File: src/rtl/fifo_v4_sram.sv
// rtl/fifo_v4_sram.sv - show-ahead SRAM FIFO with head register, usage count, thresholds and error pulses
module fifo_v4_sram #(
    parameter logic        FALL_THROUGH    = 1'b0,
    parameter int unsigned DATA_WIDTH      = 32,
    parameter int unsigned DEPTH           = 8,
    parameter int unsigned ALMOST_FULL_TH  = DEPTH - 1,
    parameter int unsigned ALMOST_EMPTY_TH = 1,
    parameter int unsigned ADDR_DEPTH      = $clog2(DEPTH)
) (
    input  logic                  clk_i,
    input  logic                  rst_ni,
    input  logic                  flush_i,
    input  logic                  testmode_i,
    input  logic [DATA_WIDTH-1:0] data_i,
    input  logic                  push_i,
    output logic [DATA_WIDTH-1:0] data_o,
    input  logic                  pop_i,
    output logic                  full_o,
    output logic                  empty_o,
    output logic                  almost_full_o,
    output logic                  almost_empty_o,
    output logic [ADDR_DEPTH:0]   usage_o,
    output logic                  overflow_o,
    output logic                  underflow_o
);

    localparam logic [ADDR_DEPTH:0]   DEPTH_U = (ADDR_DEPTH+1)'(DEPTH);
    localparam logic [ADDR_DEPTH:0]   AF_TH   = (ADDR_DEPTH+1)'(ALMOST_FULL_TH);
    localparam logic [ADDR_DEPTH:0]   AE_TH   = (ADDR_DEPTH+1)'(ALMOST_EMPTY_TH);
    localparam logic [ADDR_DEPTH-1:0] LAST    = ADDR_DEPTH'(DEPTH - 2);
    localparam logic [ADDR_DEPTH:0]   ONE     = (ADDR_DEPTH+1)'(1);

    logic [DATA_WIDTH-1:0] mem [0:DEPTH-2];
    logic [DATA_WIDTH-1:0] head_q, rdata_q;
    logic [ADDR_DEPTH-1:0] wptr_q, rptr_q;
    logic [ADDR_DEPTH:0]   usage_q, usage_d;
    logic                  head_sel_q;
    logic                  overflow_q, underflow_q;

    logic empty_reg, sram_has, push_ok, pop_ok, wr_en, rd_en, head_load;
    logic unused_testmode;

    assign unused_testmode = testmode_i;

    assign empty_reg = (usage_q == '0);
    assign sram_has  = (usage_q > ONE);
    assign full_o    = (usage_q == DEPTH_U);
    // Fall-through exposes an incoming push on an empty FIFO as the head this cycle.
    assign empty_o   = empty_reg && !(FALL_THROUGH && push_i);
    assign data_o    = (empty_reg && FALL_THROUGH && push_i) ? data_i :
                       head_sel_q ? rdata_q : head_q;

    assign push_ok   = push_i && !full_o && !flush_i;
    assign pop_ok    = pop_i && !empty_o && !flush_i;
    assign rd_en     = pop_ok && sram_has;
    // Push lands in the head register when there is no older element to sit behind.
    assign head_load = push_ok && (empty_reg ? !pop_ok : (pop_ok && !sram_has));
    assign wr_en     = push_ok && !empty_reg && !(pop_ok && !sram_has);

    always_comb begin
        usage_d = usage_q;
        if (push_ok && !pop_ok)
            usage_d = usage_q + ONE;
        else if (pop_ok && !push_ok)
            usage_d = usage_q - ONE;
    end

    function automatic logic [ADDR_DEPTH-1:0] next_ptr(input logic [ADDR_DEPTH-1:0] p);
        return (p == LAST) ? '0 : p + 1'b1;
    endfunction

    always_ff @(posedge clk_i) begin
        if (wr_en)
            mem[wptr_q] <= data_i;
        if (rd_en)
            rdata_q <= mem[rptr_q];
    end

    always_ff @(posedge clk_i or negedge rst_ni) begin
        if (!rst_ni) begin
            usage_q     <= '0;
            wptr_q      <= '0;
            rptr_q      <= '0;
            head_q      <= '0;
            head_sel_q  <= 1'b0;
            overflow_q  <= 1'b0;
            underflow_q <= 1'b0;
        end else begin
            overflow_q  <= push_i && full_o && !flush_i;
            underflow_q <= pop_i && empty_o && !flush_i;
            if (flush_i) begin
                usage_q    <= '0;
                wptr_q     <= '0;
                rptr_q     <= '0;
                head_sel_q <= 1'b0;
            end else begin
                usage_q <= usage_d;
                if (wr_en)
                    wptr_q <= next_ptr(wptr_q);
                if (rd_en) begin
                    rptr_q     <= next_ptr(rptr_q);
                    head_sel_q <= 1'b1;
                end else if (head_load) begin
                    head_q     <= data_i;
                    head_sel_q <= 1'b0;
                end
            end
        end
    end

    assign usage_o        = usage_q;
    assign almost_full_o  = (usage_q >= AF_TH);
    assign almost_empty_o = (usage_q <= AE_TH);
    assign overflow_o     = overflow_q;
    assign underflow_o    = underflow_q;

endmodule

File: config.mk
export PLATFORM = sky130hd
export DESIGN_NAME = fifo_v4_sram
export DESIGN_NICKNAME = d
export VERILOG_FILES = /design/src/rtl/fifo_v4_sram.sv
export SDC_FILE = /design/constraint.sdc
export NUM_CORES = 1
export LEC_CHECK = 0
export CAP_MARGIN = 5
export CELL_PAD_IN_SITES_DETAIL_PLACEMENT = 1
export CELL_PAD_IN_SITES_GLOBAL_PLACEMENT = 1
export CORE_ASPECT_RATIO = 0.9
export CORE_MARGIN = 1.5
export CORE_UTILIZATION = 40
export DETAILED_ROUTE_END_ITERATION = 6
export PLACE_DENSITY = 0.71
export REMOVE_ABC_BUFFERS = 1
export SLEW_MARGIN = 20
export SYNTH_ARGS = -nofsm -noshare
export SYNTH_HDL_FRONTEND = slang
export SYNTH_SLANG_ARGS = --single-unit
File: constraint.sdc
create_clock -name clk_i -period 7.94 [get_ports clk_i]
set_clock_uncertainty 0.2 [all_clocks]
set_input_delay 0.794 -clock clk_i [delete_from_list [all_inputs] [get_ports clk_i]]
set_output_delay 0.794 -clock clk_i [all_outputs]
set_load 0.02 [all_outputs]
---- After elaboration in Yosys (flattened, before gate mapping) ----
Memory sizes are Yosys's and may differ from the RTL's. A register that Yosys moved wholly into a read port is not among the register bits.
Index checks and enable logic that the tools add are counted.
cells by class
  add/subtract/negate cells ............... 4
  multiply operators ...................... 0
  divide/modulo/power cells ............... 0
  $lt $le $gt $ge ......................... 3
  equal/unequal tests ..................... 3
  shift-type cells ........................ 0
  muxes and demuxes ....................... 16
  bitwise logic cells ..................... 2
  reductions and logical operators ........ 28
operator list
  kind                 number
  $mux 32              1
  $mux 3               6
  $logic_and 1x1->1    15
  $mux 4               3
  $logic_not 1->1      7
  $add 3x1->3 const B  2
  $eq 3x3->1 const B   2
  $mux 1               6
  $reduce_bool 3->1    2
  $add 4x1->4 const B  1
  $eq 4x4->1 const B   1
  $ge 4x3->1 const B   1
  $gt 4x1->1 const B   1
  $le 4x1->1 const B   1
  $logic_not 4->1      1
  $reduce_bool 2->1    2
  $sub 4x1->4 const B  1
  $reduce_and 3->1     1
  $not 1->1            2
storage, ports and cells
  bits in registers ....................... 45
  latch bits .............................. 0
  RAM bits ................................ 224
  memory bits (read-only) ................. 0
  input bits .............................. 38
  output and inout bits ................... 42
  logic and storage cells ................. 64
  memories ................................ 1
memories
  name  words  width  read ports  clocked after memory_dff  write ports  line  source
  mem   7      32     1           1                         1            33    logic [DATA_WIDTH-1:0] mem [0:DEPTH-2];

---- Depth between registers and ports, before layout ----
  depth after elaboration ................. 10
  depth in mapped cells ................... 8

---- Least setup slack after synthesis ----
Ideal clock, no wire load.
  path kind ............................... register -> register
  start ................................... register usage_q[0] (netlist: usage_o[0])
  end ..................................... memory mem[4][0], enable pin
  setup time .............................. 513 ps
  arrival time ............................ 4962 ps
  data required time ...................... 7227 ps
  slack ................................... 2265 ps
  stages on the path, launching flop included .. 8
  period minus slack after synthesis ...... 5675 ps
  path through ............................ dfrtp_1 -> inv_1 -> ha_1 -> nand3b_1 -> inv_1 -> nor2_1 -> nand2_1 -> nor4b_1
between the ends
  elaborated cells on any way between the ends .. 16
  classes of those cells .................. order compare: 1; eq/ne: 1; mux: 2; reduce/logical: 12
RTL lines
  element                         line  source
  from (decl)                     36    logic [ADDR_DEPTH:0] usage_q, usage_d;
  from (signal assigned)          97    usage_q <= usage_d;
  $eq 4x4->1                      47    assign full_o = (usage_q == DEPTH_U);
  named net full_o                18    output logic full_o,
  $logic_not 1->1                 53    assign push_ok = push_i && !full_o && !flush_i;
  $logic_and 1x1->1 (2 in a row)  53
  $logic_and 1x1->1 (2 in a row)  58    assign wr_en = push_ok && !empty_reg && !(pop_ok && !sram_has);
  $mux 1                          73    if (wr_en)
  $mux 1 (not written as such)    74    mem[wptr_q] <= data_i;
  to (decl)                       33
The timed path passes the listed nets, and every way through them passes these cells.

---- Worst setup path after layout ----
  start ................................... input flush_i
  end ..................................... memory mem[2][14], enable pin
between the ends
  word-level cells in the longest chain between the ends .. 7
  elaborated cells on any way between the ends .. 9
  classes of those cells .................. mux: 2; reduce/logical: 7
ends and longest elaborated chain
  element                         line    source
  from (decl)                     12      input logic flush_i,
  $logic_not 1->1 *               53, 54
  $logic_and 1x1->1               54      assign pop_ok = pop_i && !empty_o && !flush_i;
  $logic_and 1x1->1               58
  $logic_not 1->1                 58
  $logic_and 1x1->1 *             58
  $mux 1 *                        73
  $mux 1 (not written as such) *  74
Mark *: on every way between the ends. The rest lies on a longest branch, timed or not.

==> qor.csv <==
stage,metric,value,unit
run_status,status,finished clean,
setup_path,worst r2r src,usage_o[0],
final_layout,nets@finish,777,
grt,grt total ovfl,0,
die,row count,59,
synthesis,post-synthesis sequential area ratio,0.740,
setup_path,startpoint types,input pin,
clock_tree,CTS resizes,0,
setup_path,Crit. End Element,flip-flop,
pwr,power per cell area,350,nW/um^2
setup_path,CP Data Required Time,7.94,ns
clock_tree,CTS Root Cell,clkbuf_16,
final_layout,fin util,0.490,
placement,Placed Cells,1099,
grt,initial antenna violation count,0,
sta,unrepaired setup endpoints after global routing,no,
sta,Final period util,0.475,
setup_path,Worst R2R Path Depth,8,
synthesis,synth unique cells,42,
pwr,total power,5000,uW
sta,fin. max-slew vios,0,
routing,Detail Route Antenna Nets,0,
clock_tree,Post-CTS Setup Bufs,0,
clock_tree,CTS tree,done,
synthesis,Yosys warning count,0,
clock_tree,"Reg clk slew, reported paths",0.06,ns
routing,DRT Pass-1 Iters,4,
grt,vias in the first global route,6811,
placement,gpl congestion,0.778,
synthesis,Post-Synthesis Cells,649,
synthesis,#FFs+latches synth,301,
routing,routed via count,6034,
sta,Worst Tran Pin Value,1.12,ns
grt,Global Route Usage Sum,0.173,
clock_tree,clock sink count,301,
die,DIE AREA,30800,sq um
placement,input/output buffers,78,
sta,max_slew headroom,0.252,
die,Ports,80,
sta,Tmin final,3.77,ns
synthesis,top post-synthesis cells by area,"edfxtp_1 (65%), dfrtp_1 (9.5%), mux2_2 (6.3%)",
sta,hold violation total from the final report,0,
pwr,Pleak,0.00469,uW
routing,Avg WL per Cell,22.3,um
routing,WL final,25800,um
pwr,maximum vdd drop,190,uV
routing,DRT iter0 DRCs,410,
synthesis,Mapped Area,11900,sq um
synthesis,cell taking the most area after synthesis,edfxtp_1,
final_layout,share of cells above drive strength 1,0.234,
die,initial core utilization,0.409,
setup_path,CP Class,in -> reg,
sta,maximum clock frequency,0.265,GHz
placement,pre-CTS setup slack,3.48,ns
sta,setup violators final,0,
grt,first-pass GRT wire length,40400,um
setup_path,crit path max fanout,22,
synthesis,Post-synth EDFFs,256,
setup_path,flop-to-flop setup slack,4.24,ns
routing,DRC viols,0,
setup_path,Critical Path AT,3.77,ns
sta,final setup margin,4.17,ns
clock_tree,H-tree depth,1,
die,Core Box Area,29100,sq um
clock_tree,maximum root-to-sink buffer count,3,
sta,setup_tns,0,ns
synthesis,top cell type's share of synthesized area,0.646,
job,Max Cap Violations,0,
final_layout,Area Growth Syn to Fin,19.7,%
routing,vias per cell,5.22,
clock_tree,CTS Buf Count,31,
die,Die Ht,167,um
synthesis,Syn Area/Cell,18.3,sq um
grt,pin count of the biggest net entering global routing,72,
synthesis,top_reg_cell synth,edfxtp_1,
final_layout,Non-Filler Instances,1157,
placement,DP HPWL,14500,um
clock_tree,"Clk Latency, worst-skew pair",0.55,ns
clock_tree,hold-fix buffers at CTS,0,
min_path,Hold Path Class,in -> async,
setup_path,worst reg2reg endpoint,mem[2][14],
synthesis,async set or reset register ratio after synthesis,0.150,
die,Chip Width,185,um
[layout make-up]
cell class / count / area (sq um)
multi-input cells: 306 / 2960
clock inverters: 9 / 151
fillers: 2745 / 14800
flip-flops and latches: 301 / 8820
repair buffers: 90 / 866
inverters: 6 / 22.5
diodes: 1 / 2.50
clock buffers: 48 / 940
well taps: 396 / 495
[cells in the mapped netlist, types with 2 or more instances]
cell / number
edfxtp_1: 256
mux2_2: 67
dfrtp_1: 45
nand2_1: 43
o21ai_0: 39
mux2i_1: 32
mux4_2: 32
mux2_1: 31
clkbuf_1: 19
nor2_1: 13
buf_2: 9
buf_4: 5
inv_1: 5
nand3_1: 5
nor3_1: 5
a21oi_1: 4
nand2b_1: 4
buf_1: 3
ha_1: 3
nor2b_1: 3
a211o_1: 2
a211oi_1: 2
a21o_1: 2
or4_1: 2
[how the worst max path moves through the flow]
stage                     cells past startpoint       start         end
final                                         6     flush_i  mem[2][14]
after global routing                          6     flush_i  mem[2][14]
after CTS                                     6     flush_i  mem[2][14]
after detailed placement                      6     flush_i  mem[2][24]
after global placement                        6     flush_i  mem[1][27]
after floorplan                               7  usage_o[0]   mem[4][0]
[cell usage in the layout (no fill, tap or decap), types with 3 or more instances in the layout]
master / n
mux2i_1: 32
nand2b_1: 4
nand3_1: 5
mux2_1: 31
mux2_2: 67
nand2_1: 43
a21oi_1: 4
clkbuf_8: 10
dfrtp_1: 41
edfxtp_1: 256
bufinv_16: 4
clkinv_2: 3
clkbuf_16: 31
mux4_2: 32
buf_4: 12
o21ai_0: 39
nor2_1: 12
nor2b_1: 3
clkbuf_1: 7
clkdlybuf4s50_1: 77
inv_1: 5
ha_1: 3
[through the flow]
stage                     cell area [sq um]  hold WS, ns
after floorplan                       11700        0.254
after global placement                13200        0.262
after detailed placement              13200        0.275
after CTS                             14300        0.198
after global routing                  14300        0.221
final                                 14300        0.185
[sequential cells by signal (all words and copies together), names as in the netlist]
signal and cells:
head_sel_q 1, rptr_q 3, mem 224, underflow_o 1, head_q 32, rdata_q 32, usage_o 4, wptr_q 3
overflow_o 1
[kinds of logic after synthesis]
family	Yosys count	synth area share
buffers and inverters	42	0.0158
AND/OR/NAND/NOR	85	0.0332
AO/OA/AOI/OAI	55	0.0270
flip-flops	301	0.740
adder cells (fa/ha/maj)	3	0.00315
XOR/XNOR	1	0.000736
multiplexers	162	0.180
[worst max-delay path, stage by stage]
cell             delay, ns
clkdlybuf4s50_1       0.64
nand2b_1              0.31
nor2_1                0.29
nand3_1               0.30
nor3_2                0.92
buf_4                 0.50
[layer usage]
layer  part of all wire  wire length (um)  global-route usage  vias to the layer above
li1                   -                 -                   -                     2707
met5                  0                 0                   0                        -
met1               0.44             11500               0.238                     3151
met3              0.050              1280              0.0315                       29
met2               0.49             12700               0.288                      147
met4              0.014               356              0.0382                        0
[power by group]
| group | leakage [uW] | switching [uW] | total [uW] | internal, uW |
|---|---|---|---|---|
| registers | 0.00286 | 178 | 2120 | 1940 |
| logic | 0.00129 | 660 | 1370 | 707 |
| clock network | 0.000535 | 575 | 1510 | 938 |
Note: power is estimated with default switching activity, not from simulation.
